--- src/rtl/pipe_ctrl.sv ---
//==============================================================================
// Module      : pipe_ctrl
// Description : Five-stage pipeline hazard controller. It issues per-register
//               stall/bubble commands and keeps a sticky memory-wait timeout.
//               Optional performance counters are built under PIPE_CTRL_PERF_EN.
// Revision    : 1.0 - initial release
//==============================================================================
`default_nettype none

`ifndef CTRL_Wire_Bus
`define CTRL_Wire_Bus 1:0
`endif
`ifndef CTRL_STATE_Default
`define CTRL_STATE_Default 2'b00
`endif
`ifndef CTRL_STATE_Stalled
`define CTRL_STATE_Stalled 2'b01
`endif
`ifndef CTRL_STATE_Bubble
`define CTRL_STATE_Bubble 2'b10
`endif

module pipe_ctrl #(
    parameter int MEM_TIMEOUT = 255,
    parameter int CNT_W       = 32
) (
    input  logic                   clk,
    input  logic                   rst,
    input  logic [6:0]             ex_opcode_i,
    input  logic [4:0]             ex_rd_addr_i,
    input  logic                   ex_wreg_i,
    input  logic [4:0]             id_rs1_addr_i,
    input  logic [4:0]             id_rs2_addr_i,
    input  logic                   id_rs1_use_i,
    input  logic                   id_rs2_use_i,
    input  logic                   branch_taken_i,
    input  logic                   mem_req_i,
    input  logic                   mem_ready_i,
    output logic [`CTRL_Wire_Bus]  pc_ctrl_o,
    output logic [`CTRL_Wire_Bus]  if_id_ctrl_o,
    output logic [`CTRL_Wire_Bus]  id_ex_ctrl_o,
    output logic [`CTRL_Wire_Bus]  ex_mem_ctrl_o,
    output logic [`CTRL_Wire_Bus]  mem_wb_ctrl_o,
    output logic                   mem_timeout_o,
    output logic [CNT_W-1:0]       stall_cnt_o,
    output logic [CNT_W-1:0]       flush_cnt_o,
    output logic [CNT_W-1:0]       lu_cnt_o
);

    typedef enum logic [1:0] {
        S_RUN      = 2'd0,
        S_FLUSH    = 2'd1,
        S_MEM_WAIT = 2'd2
    } state_t;

    localparam logic [6:0] c_op_load = 7'b0000011;
    localparam logic [7:0] c_timeout = 8'(MEM_TIMEOUT);

    state_t     r_state;
    state_t     w_state_nxt;
    logic       r_flush_pend;
    logic       w_flush_pend_nxt;
    logic [7:0] r_wait_cnt;
    logic       r_mem_timeout;
    logic       w_mem_wait;
    logic       w_load_use;

    assign w_mem_wait = mem_req_i && !mem_ready_i;
    assign w_load_use = (ex_opcode_i == c_op_load) && ex_wreg_i && (ex_rd_addr_i != 5'd0) &&
                        ((id_rs1_use_i && (id_rs1_addr_i == ex_rd_addr_i)) ||
                         (id_rs2_use_i && (id_rs2_addr_i == ex_rd_addr_i)));

    always_comb begin
        pc_ctrl_o        = `CTRL_STATE_Default;
        if_id_ctrl_o     = `CTRL_STATE_Default;
        id_ex_ctrl_o     = `CTRL_STATE_Default;
        ex_mem_ctrl_o    = `CTRL_STATE_Default;
        mem_wb_ctrl_o    = `CTRL_STATE_Default;
        w_state_nxt      = r_state;
        w_flush_pend_nxt = r_flush_pend;

        if (!rst) begin
            if (w_mem_wait) begin
                pc_ctrl_o     = `CTRL_STATE_Stalled;
                if_id_ctrl_o  = `CTRL_STATE_Stalled;
                id_ex_ctrl_o  = `CTRL_STATE_Stalled;
                ex_mem_ctrl_o = `CTRL_STATE_Stalled;
                mem_wb_ctrl_o = `CTRL_STATE_Bubble;
            end else if (branch_taken_i) begin
                if_id_ctrl_o  = `CTRL_STATE_Bubble;
                id_ex_ctrl_o  = `CTRL_STATE_Bubble;
            end else if (r_state == S_FLUSH) begin
                if_id_ctrl_o  = `CTRL_STATE_Bubble;
            end else if (w_load_use) begin
                pc_ctrl_o     = `CTRL_STATE_Stalled;
                if_id_ctrl_o  = `CTRL_STATE_Stalled;
                id_ex_ctrl_o  = `CTRL_STATE_Bubble;
            end
        end

        // A branch seen while memory stalls is dropped; EX re-presents it later.
        case (r_state)
            S_RUN: begin
                if (w_mem_wait) begin
                    w_state_nxt = S_MEM_WAIT;
                end else if (branch_taken_i) begin
                    w_state_nxt = S_FLUSH;
                end
            end
            S_FLUSH: begin
                if (w_mem_wait) begin
                    w_state_nxt      = S_MEM_WAIT;
                    w_flush_pend_nxt = 1'b1;
                end else if (branch_taken_i) begin
                    w_state_nxt = S_FLUSH;
                end else begin
                    w_state_nxt = S_RUN;
                end
            end
            S_MEM_WAIT: begin
                if (!w_mem_wait) begin
                    w_state_nxt      = (branch_taken_i || r_flush_pend) ? S_FLUSH : S_RUN;
                    w_flush_pend_nxt = 1'b0;
                end
            end
            default: begin
                w_state_nxt      = S_RUN;
                w_flush_pend_nxt = 1'b0;
            end
        endcase
    end

    always_ff @(posedge clk) begin
        if (rst) begin
            r_state       <= S_RUN;
            r_flush_pend  <= 1'b0;
            r_wait_cnt    <= 8'd0;
            r_mem_timeout <= 1'b0;
        end else begin
            r_state      <= w_state_nxt;
            r_flush_pend <= w_flush_pend_nxt;
            if (w_mem_wait) begin
                if (r_wait_cnt != c_timeout) begin
                    r_wait_cnt <= r_wait_cnt + 8'd1;
                end
                if (r_wait_cnt >= (c_timeout - 8'd1)) begin
                    r_mem_timeout <= 1'b1;
                end
            end else begin
                r_wait_cnt <= 8'd0;
            end
        end
    end

    assign mem_timeout_o = r_mem_timeout;

`ifdef PIPE_CTRL_PERF_EN
    logic             w_redirect;
    logic             w_lu_bubble;
    logic [CNT_W-1:0] r_stall_cnt;
    logic [CNT_W-1:0] r_flush_cnt;
    logic [CNT_W-1:0] r_lu_cnt;

    assign w_redirect  = branch_taken_i && !w_mem_wait;
    assign w_lu_bubble = w_load_use && !w_mem_wait && !branch_taken_i && (r_state != S_FLUSH);

    always_ff @(posedge clk) begin
        if (rst) begin
            r_stall_cnt <= '0;
            r_flush_cnt <= '0;
            r_lu_cnt    <= '0;
        end else begin
            if (w_mem_wait)  r_stall_cnt <= r_stall_cnt + CNT_W'(1);
            if (w_redirect)  r_flush_cnt <= r_flush_cnt + CNT_W'(1);
            if (w_lu_bubble) r_lu_cnt    <= r_lu_cnt + CNT_W'(1);
        end
    end

    assign stall_cnt_o = r_stall_cnt;
    assign flush_cnt_o = r_flush_cnt;
    assign lu_cnt_o    = r_lu_cnt;
`else
    assign stall_cnt_o = '0;
    assign flush_cnt_o = '0;
    assign lu_cnt_o    = '0;
`endif

endmodule

`default_nettype wire

--- config.mk ---
export PLATFORM = sky130hd
export DESIGN_NAME = pipe_ctrl
export DESIGN_NICKNAME = d
export VERILOG_FILES = /design/src/rtl/pipe_ctrl.sv
export SDC_FILE = /design/constraint.sdc
export NUM_CORES = 1
export LEC_CHECK = 0
export CAP_MARGIN = 20
export CORE_UTILIZATION = 32
export CTS_CLUSTER_SIZE = 10
export DETAILED_ROUTE_END_ITERATION = 10
export PLACE_DENSITY_LB_ADDON = 0.12
export REMOVE_ABC_BUFFERS = 1
export SETUP_SLACK_MARGIN = 0.2
export SLEW_MARGIN = 30
export SYNTH_ARGS = -nofsm -noshare
export SYNTH_HDL_FRONTEND = slang
export SYNTH_SLANG_ARGS = --single-unit
--- constraint.sdc ---
create_clock -name clk -period 1.9 [get_ports clk]
set_input_delay 0.285 -clock clk [delete_from_list [all_inputs] [get_ports clk]]
set_output_delay 0.285 -clock clk [all_outputs]
set_load 0.05 [all_outputs]
==> impl_results.md <==
- Syn_area_per_cell: approximately 8 um2
- Leakage: between 0.9 and 1 nW
- DRC violations left: 20
- Synth Cell Area: about 1500 um2
- Die Span X: slightly above 70 um
- Yosys reg bits: 12
- Setup slack, reg-to-reg: approximately 0.47 ns
- Fin Clk Skew: 0.0007521 ns
- First-pass GRT wire length: approximately 3.7 mm
- Die height: 70.76 um
- Port Buf Inserts: 37
- Post-DP HPWL: around 2.1 mm
- DR WL met3: ~210 um
- Startpoint Class: input pin
- Post-Layout Inst Area: 1759 um2
- Seq/Total Area, Yosys: approximately 16%
- Largest net degree at the start of global routing: 10
- WP data required: 1.62 ns
- Fin. Hold Viols: 0
- Cells after synthesis: 190
- Result of the run: finished, violations left
- WS Path Type: input pin to output pin
- Clock root cell: clkbuf_8
- Final core utilization: between 30 and 40%
- Worst EP arrival: roughly 1.7 ns
- Clock sinks: 12
- Final Cycle Share: 102.7%
- Area Overhead vs Synth: 16.29%
- Count of non-filler cells in the finished layout: around 280
- Max FO, Critical Path: 2
- TNS Setup: -0.1278 ns
- Failing checks: DRC, setup timing
- Vias in the first global route: slightly below 800
- Hold path cells: 2
- Peak VDD IR: roughly 0.00023 V
- Top Metal Used: met4
- Starting density of the core: between 30% and 40%
- Clock Tree Buf Depth: 2
- Met2 wire length: around 1.3 mm
- Pre-CTS WS: -0.4459 ns
- Met1 wire length: just under 1 mm
- Peak Freq: just over 0.5 GHz
- Crit end category: output pin
- TritonCTS clock tree: done
- R2r worst-path depth: 5
- I/O pin cnt: between 100 and 150
- Library cells used by synthesis: 33
- Detailed Routing Iterations Pass 1: 7
- Initial drt markers: 42
- Post-synth top area share: just over 50%
- RSZ-0062 raised after global routing: true
- Top cells by area, synth: buf_4, dfxtp_1, xor2_1
- CTS Hold Bufs: 0
- Via Count: 1028
- Synth warn: 0
- PwrDens: a little over 600 nW/um2
- Min-delay src: rst
- Worst-path clk slew: approximately 0.05 ns
- Initial antenna violation count: 0
- HP Class: input pin to register
- Max-cap violations: 0
- Placed Cells: approximately 280
- Total Nets Final: roughly 270
- WL/cell: slightly below 9 um
- Hold_ws: approximately 0.39 ns
- Min cycle time layout: 1.952 ns
- CTS buffer count: 3
- Design Power: ~1.1 mW
- Antenna Cells: 0
- Slew Limit Fails: 0
- Setup ws final: -0.05160 ns
- Worst flop-to-flop path endpoint: r_wait_cnt[0]
- # setup viols final: 3
- Clock Latency Late Sink: between 0.2 and 0.25 ns
- DRT Wirelength: 2.493 mm
- GR Overflow Total: 0
- Area of the die: around 5000 um2
- R2R Path Start: r_wait_cnt[1]
- Share of post-route cells with drive strength above 1: 19.40%
- GP Congestion: between 0.7 and 0.8
- Rows: 24
- Dpl cell area: about 1700 um2
- Total GRT Usage: under 10%
- Hold endpoint: mem_timeout_o
- Core region area: ~4400 um2
- H-Tree Depth: 1
- Routed Antenna Nets: 0
- Largest area contributor in the netlist: buf_4
- Drt via density: between 3 and 4
cells by family after synthesis:
family	count (synthesis)	share of synthesized area, %
compound gates	16	7.527
xor+xnor	14	8.106
fa+ha+maj	2	1.654
buf+inv	106	51.61
flops	12	15.88
mux	1	0.6617
other cells	1	0.2479
simple gates	38	14.31
power by group:
part	switching, mW	total, mW	leakage (nW)	internal [mW]
clock	0.0822	0.221	0.0216	0.139
sequential	0.00410	0.260	0.0972	0.256
combinational	0.508	0.607	0.796	0.0981
worst max-delay path: stages:
cell and delay (ns):
buf_6 0.09, or4_4 0.53, nor3_4 0.13, o21ai_2 0.09, buf_4 0.14, o31ai_4 0.21, buf_12 0.18
layer usage:
layer,global-route usage (%),up-vias
met5,0,-
met4,2.667,0
met3,0.9972,2
met2,16.67,81
met1,11.44,441
li1,-,504
worst max-delay path by stage:
stage / start / end / slack (ns)
2_1_floorplan: ex_opcode_i[3] / if_id_ctrl_o[0] / -1.10
3_3_place_gp: ex_rd_addr_i[3] / pc_ctrl_o[0] / -0.49
3_5_place_dp: ex_rd_addr_i[3] / pc_ctrl_o[0] / -0.45
4_1_cts: ex_opcode_i[4] / pc_ctrl_o[0] / -0.18
5_1_grt: ex_rd_addr_i[0] / pc_ctrl_o[0] / -0.11
6_report: ex_opcode_i[5] / id_ex_ctrl_o[1] / -0.05
flip-flops by register name, indices dropped and copies added (netlist names):
| register | cells |
|---|---|
| r_wait_cnt | 8 |
| r_state | 2 |
| mem_timeout_o | 1 |
| r_flush_pend | 1 |
Yosys cell counts:
cell type / instances
nand2_1: 4
buf_4: 102
mux2i_1: 1
inv_2: 1
nand4_1: 1
or4_4: 1
or4_1: 2
a22oi_1: 1
inv_1: 2
nor2_1: 10
nand4b_2: 1
nor4_1: 2
nor3_1: 3
a211oi_1: 2
dfxtp_1: 12
nand3_1: 4
o41ai_2: 1
nor3_2: 1
and4_1: 1
ha_1: 2
and3_1: 1
nor2b_1: 2
a21oi_1: 7
and2_0: 1
a32oi_1: 1
xor2_1: 9
o21ai_0: 2
o31ai_2: 1
conb_1: 1
o21ai_2: 1
xnor2_1: 5
clkbuf_1: 1
nand2b_1: 4
cell type report:
cell class                 count  area, um2
clock buffer                   3      41.29
sequential                    12      240.2
inverter                       3      13.76
multi-input combinational    170      930.9
fill                         455       2685
timing repair buffer          44      467.9
tap                           52      65.06
cell usage in the layout, fill, tap and decap left out, types with 2 or more instances in the layout:
cell,count
nand3_1,4
clkbuf_2,8
a21oi_1,7
nor3_1,3
ha_1,2
xor2_1,9
dfxtp_1,12
nor2b_2,2
a211oi_1,2
or4_1,2
clkdlybuf4s50_1,6
xnor2_1,4
dlygate4sd2_1,2
nor2_1,9
conb_1,99
nor4_2,2
buf_4,7
clkbuf_8,3
inv_1,2
dlymetal6s2s_1,8
nand2_1,4
o21ai_0,2
clkdlybuf4s15_1,3
buf_12,7
buf_6,2
nand2b_2,2
timing repair:
item / 4_1_cts / 5_1_grt
buffers inserted: 1 / 1
pin swaps: 7 / 15
gates resized for setup: 33 / 33
setup endpoints to repair: 7 / 7
Note: power is estimated with default switching activity, not from simulation.
